--- config.mk ---
export PLATFORM = sky130hd
export DESIGN_NAME = ex_alu_unit
export DESIGN_NICKNAME = d
export VERILOG_FILES = /design/src/rtl/ex_alu_unit.sv
export SDC_FILE = /design/constraint.sdc
export NUM_CORES = 1
export LEC_CHECK = 0
export BUFFER_PORTS_ARGS = -buffer_cell sky130_fd_sc_hd__buf_2
export CORE_AREA = 2 2 205 207
export DETAILED_ROUTE_END_ITERATION = 16
export DIE_AREA = 0 0 207 209
export HOLD_SLACK_MARGIN = 0.15
export PLACE_DENSITY = 0.62
export SYNTH_ARGS = -nofsm -noshare
export SYNTH_HDL_FRONTEND = slang
export SYNTH_SLANG_ARGS = --single-unit
export TNS_END_PERCENT = 50
--- constraint.sdc ---
create_clock -name clk_i -period 11 [get_ports clk_i]
set_input_delay 1.1 -clock clk_i [delete_from_list [all_inputs] [get_ports clk_i]]
set_output_delay 1.1 -clock clk_i [all_outputs]
set_load 0.01 [all_outputs]
--- src/rtl/ex_alu_unit.sv ---
// Execute-stage ALU: single-cycle logic/arith/compare/shift ops with a registered result,
// plus a fixed-latency iterative shift-add multiplier that holds busy_o while it runs.
module ex_alu_unit #(
  parameter int DATA_W  = 32,
  parameter int SHAMT_W = 5
) (
  input  logic               clk_i,
  input  logic               rst_i,
  input  logic               start_i,
  input  logic [3:0]         ctrl_i,
  input  logic [DATA_W-1:0]  src1_i,
  input  logic [DATA_W-1:0]  src2_i,
  input  logic [SHAMT_W-1:0] shamt_i,
  output logic [DATA_W-1:0]  result_o,
  output logic               zero_o,
  output logic               valid_o,
  output logic               busy_o
);

  localparam logic [3:0] OP_AND  = 4'b0000;
  localparam logic [3:0] OP_OR   = 4'b0001;
  localparam logic [3:0] OP_ADD  = 4'b0010;
  localparam logic [3:0] OP_SUB  = 4'b0110;
  localparam logic [3:0] OP_SLT  = 4'b0111;
  localparam logic [3:0] OP_SRA  = 4'b1000;
  localparam logic [3:0] OP_SRAV = 4'b1001;
  localparam logic [3:0] OP_MUL  = 4'b1011;
  localparam logic [3:0] OP_BNE  = 4'b1100;

  localparam logic [SHAMT_W-1:0] LAST_ITER = {SHAMT_W{1'b1}};

  typedef enum logic [0:0] {IDLE = 1'b0, MUL_RUN = 1'b1} state_t;

  function automatic logic [DATA_W-1:0] alu_result(
    input logic [3:0]         op,
    input logic [DATA_W-1:0]  a,
    input logic [DATA_W-1:0]  b,
    input logic [SHAMT_W-1:0] sh
  );
    logic [DATA_W-1:0] r;
    case (op)
      OP_AND:  r = a & b;
      OP_OR:   r = a | b;
      OP_ADD:  r = a + b;
      OP_SUB:  r = a - b;
      OP_SLT:  r = {{(DATA_W-1){1'b0}}, ($signed(a) < $signed(b))};
      OP_SRA:  r = $signed(b) >>> sh;
      OP_SRAV: r = $signed(b) >>> a[SHAMT_W-1:0];
      OP_BNE:  r = a - b;
      default: r = {DATA_W{1'b0}};
    endcase
    return r;
  endfunction

  // BNE reports inequality so branch logic can test zero_o the same way for BEQ and BNE
  function automatic logic zero_flag(
    input logic [3:0]        op,
    input logic [DATA_W-1:0] a,
    input logic [DATA_W-1:0] b,
    input logic [DATA_W-1:0] r
  );
    logic z;
    if (op == OP_BNE) begin
      z = (a != b);
    end else begin
      z = (r == {DATA_W{1'b0}});
    end
    return z;
  endfunction

  state_t             state_r;
  logic [DATA_W-1:0]  mcand_r;
  logic [DATA_W-1:0]  mplier_r;
  logic [DATA_W-1:0]  acc_r;
  logic [SHAMT_W-1:0] cnt_r;

  logic [DATA_W-1:0]  alu_res_s;
  logic               alu_zero_s;
  logic [DATA_W-1:0]  acc_next_s;

  // Single-cycle datapath and next multiplier accumulator value
  always_comb begin
    alu_res_s  = alu_result(ctrl_i, src1_i, src2_i, shamt_i);
    alu_zero_s = zero_flag(ctrl_i, src1_i, src2_i, alu_res_s);
    if (mplier_r[0]) begin
      acc_next_s = acc_r + mcand_r;
    end else begin
      acc_next_s = acc_r;
    end
  end

  // Control FSM, multiplier iteration and registered outputs
  always_ff @(posedge clk_i or negedge rst_i) begin
    if (!rst_i) begin
      state_r  <= IDLE;
      mcand_r  <= {DATA_W{1'b0}};
      mplier_r <= {DATA_W{1'b0}};
      acc_r    <= {DATA_W{1'b0}};
      cnt_r    <= {SHAMT_W{1'b0}};
      result_o <= {DATA_W{1'b0}};
      zero_o   <= 1'b0;
      valid_o  <= 1'b0;
      busy_o   <= 1'b0;
    end else begin
      valid_o <= 1'b0;
      case (state_r)
        IDLE: begin
          if (start_i && (ctrl_i == OP_MUL)) begin
            mcand_r  <= src1_i;
            mplier_r <= src2_i;
            acc_r    <= {DATA_W{1'b0}};
            cnt_r    <= {SHAMT_W{1'b0}};
            busy_o   <= 1'b1;
            state_r  <= MUL_RUN;
          end else if (start_i) begin
            result_o <= alu_res_s;
            zero_o   <= alu_zero_s;
            valid_o  <= 1'b1;
          end else begin
            state_r <= IDLE;
          end
        end
        MUL_RUN: begin
          acc_r    <= acc_next_s;
          mcand_r  <= mcand_r << 1;
          mplier_r <= mplier_r >> 1;
          cnt_r    <= cnt_r + {{(SHAMT_W-1){1'b0}}, 1'b1};
          // Final iteration publishes the accumulator including this cycle's partial product
          if (cnt_r == LAST_ITER) begin
            result_o <= acc_next_s;
            zero_o   <= (acc_next_s == {DATA_W{1'b0}});
            valid_o  <= 1'b1;
            busy_o   <= 1'b0;
            state_r  <= IDLE;
          end else begin
            state_r <= MUL_RUN;
          end
        end
        default: begin
          state_r <= IDLE;
          busy_o  <= 1'b0;
        end
      endcase
    end
  end

endmodule

==> impl_metrics.ini <==
[outcome]
status = finished, final reports clean

[critical_path]
cp_slowest_cell = nor4_1
path_cells = buf_2, buf_4, and4bb_1, mux2i_4, buf_4, mux2i_1, a211oi_1, o21ai_0, a31oi_1, nor3_1, nand4_1, nor4_1, nand4_1, o21ai_1, a41o_1
start_kind = primary input
worstPathRequired_ns = 11.38
worstSetupPathType = in -> reg
slowest_delay_ns = 0.65
arrival_ns = 6.17
crit_family = simple AND/OR/NAND/NOR gates
cp-end-kind = flop
crit_path_max_fanout = 49
critPathBufInv = 3

[synthesis]
yosysSeqAreaShare = 0.212
synth.distinct_cells = 99
syn_inst = 2181
async_flop_share = 1.00
avgSynthCellArea_um2 = 7.43
ys.warnings.count = 0
synth-seq-cells = 137
synth_edf_count = 0
synthFlopType = dfrtp_1
synth_area_mm2 = 0.0162
syn_nets = 2401

[placed_design]
gp_congestion = 1.07
dpl.hpwl_um = 51000
place_ws_ns = 4.95
numPortBuffers = 110

[timing]
period_needed_ns = 5.79
final-max-slew-violation-count = 0
hold_ws_ns = 0.484
layout_setup_ws_ns = 5.21
rsz0062_at_grt = false
finalHoldViolations = 0
max_slew_margin = 0.214
fmax_ghz = 0.173
tightest_slew_ns = 1.18
final-setup-viol-count = 0
finClkSkew_ns = 0.00977
finalCritPeriodShare = 0.527
fin_setup_tns_ns = 0

[global_routing]
track_usage = 0.301
grt_max_degree = 104
antenna_found_initial = 1
grt_overflow = 0
grt_first_pass_wirelength_um = 101000
grt_pass1_vias = 16300

[die]
start_util = 0.392
row_count = 75
die_x_um = 207
coreArea_mm2 = 0.0413
ios = 111
die_h_um = 209
die-area_mm2 = 0.0433

[cells_and_area]
layout_commonest_cell = nand2_1
layout.nets = 2410
mostFrequentLayoutCells = 251 x nand2_1, 216 x a21oi_1, 194 x nor2_1
final_util = 0.428
synthToLayoutAreaGrowth_pct = 9.01
fillCellCount = 4356
drive_above_1_share = 0.104

[clock_network]
h-tree-depth = 4
clk_pin_slew_ns = 0.07
cts_hold_buf = 0
cts-resized-gates = 0
cts_buffers = 17
cts_tree = done
clockRootBuffer = clkbuf_16
cts.sinks = 137
cts_setup_buffers = 0
clock_latency_ns = 0.44
clockBufferDepth = 2

[power_and_ir_drop]
p_leak_uw = 0.00792
cellPowerDensity_mw_per_mm2 = 172
intPower_uw = 1650
switching_power_uw = 1390
switching_share = 0.457
irDropWorstVdd_mv = 0.0942
power.share.clock = 0.193
seqPwrFrac = 0.287
p_comb_frac = 0.520
totalPowerFinal_uw = 3040

[drt]
dr.pass1.iters = 5
drc_errors = 0
antenna_left = 0
vias = 17300
vias_per_cell = 6.31
wl_per_cell_um = 24.3
drt-total-wl_um = 66500
drt_iter0_markers = 1922

[run]
drv_cap = 0

[worst_hold_path]
hold_path_class = reg -> reg
==> layout make-up <==
cell class	count	area, um2	area share
Antenna cell	2	5.00	0.000283
Clock buffer	19	453	0.0256
Clock inverter	13	145	0.00822
Inverter	135	507	0.0287
Multi-Input combinational cell	1764	11700	0.662
Sequential cell	137	3430	0.194
Tap cell	539	674	0.0382
Timing Repair Buffer	135	744	0.0422
==> worst register-to-register path, stage by stage, from the launching register on <==
cell and delay (ns):
dfrtp_1 0.40, ha_1 0.25, fa_1 0.43, a211oi_1 0.30
o21ai_1 0.16, a21oi_1 0.27, o21ai_1 0.20, a31oi_1 0.41
nor2b_1 0.22, xnor2_1 0.07, mux2i_1 0.48, and4_1 0.33
or4b_1 0.46, nor4_1 0.36, a41o_1 0.22
==> state kept, by name (all words and copies together), names as in the netlist <==
name / cells
valid_o: 1
result_o: 32
busy_o: 1
zero_o: 1
mcand_r: 32
acc_r: 32
state_r: 1
cnt_r: 5
mplier_r: 32
==> power by group through the flow <==
stage	logic [uW]	registers (uW)	clock network, uW
2_1_floorplan	1080	851	0
3_3_place_gp	1530	873	0
3_5_place_dp	1560	876	0
4_1_cts	1570	870	603
5_1_grt	1750	898	618
6_report	1580	871	586
==> synthesized netlist by cell type (14+ instances only) <==
master,count,area [um2]
a211oi_1,41,308
a21o_1,34,255
a21oi_1,216,1080
a22oi_1,16,120
a31oi_1,18,113
and3_1,14,87.6
buf_1,14,52.6
clkbuf_1,110,413
dfrtp_1,137,3430
ha_1,141,1760
inv_1,134,503
mux2_2,16,180
mux2i_1,93,931
nand2_1,252,946
nand2b_1,37,231
nand3_1,45,225
nand4_1,25,156
nor2_1,194,728
nor2b_1,20,125
nor3_1,48,240
nor4_1,17,106
o211ai_1,24,180
o21a_1,15,113
o21ai_0,166,831
o221ai_1,15,131
o22ai_1,20,125
o31ai_1,21,158
or3_1,16,100
xnor2_1,30,263
==> worst paths after layout <==
path / slack, ns / to / startpoint / cells past startpoint
max in group asynchronous: 9.11 / mplier_r[9] / rst_i / 2
max reg2reg: 6.37 / zero_o / mcand_r[0] / 14
min in group asynchronous: 0.79 / acc_r[27] / rst_i / 1
max: 5.21 / zero_o / ctrl_i[0] / 15
min reg2reg: 0.48 / mplier_r[26] / mplier_r[27] / 2
min: 0.48 / mplier_r[26] / mplier_r[27] / 2
==> stage by stage <==
stage / area, um2 / std cells
after global routing: 17700 / 2743
final: 17700 / 2744
after CTS: 17700 / 2742
after floorplan: 16200 / 2181
after global placement: 17100 / 2710
after detailed placement: 17100 / 2710
==> routing by layer <==
| layer | part of all wire | global-route usage |
|---|---|---|
| met1 | 0.42 | 0.398 |
| met2 | 0.45 | 0.483 |
| met3 | 0.067 | 0.0337 |
| met4 | 0.058 | 0.157 |
| met5 | 0 | 0 |
==> logic make-up (layout without fill, tap and decap cells) <==
family	count (synthesis)	in the layout	share of synthesized area
buffers and inverters	280	302	0.0694
other	0	2	0
AND/OR/NAND/NOR	723	723	0.210
flip-flops	137	137	0.212
adder cells (fa/ha/maj)	144	144	0.113
multiplexers	117	117	0.0759
AO/OA/AOI/OAI	743	743	0.301
XOR/XNOR	37	37	0.0200
(Power assumes the default switching activity.)
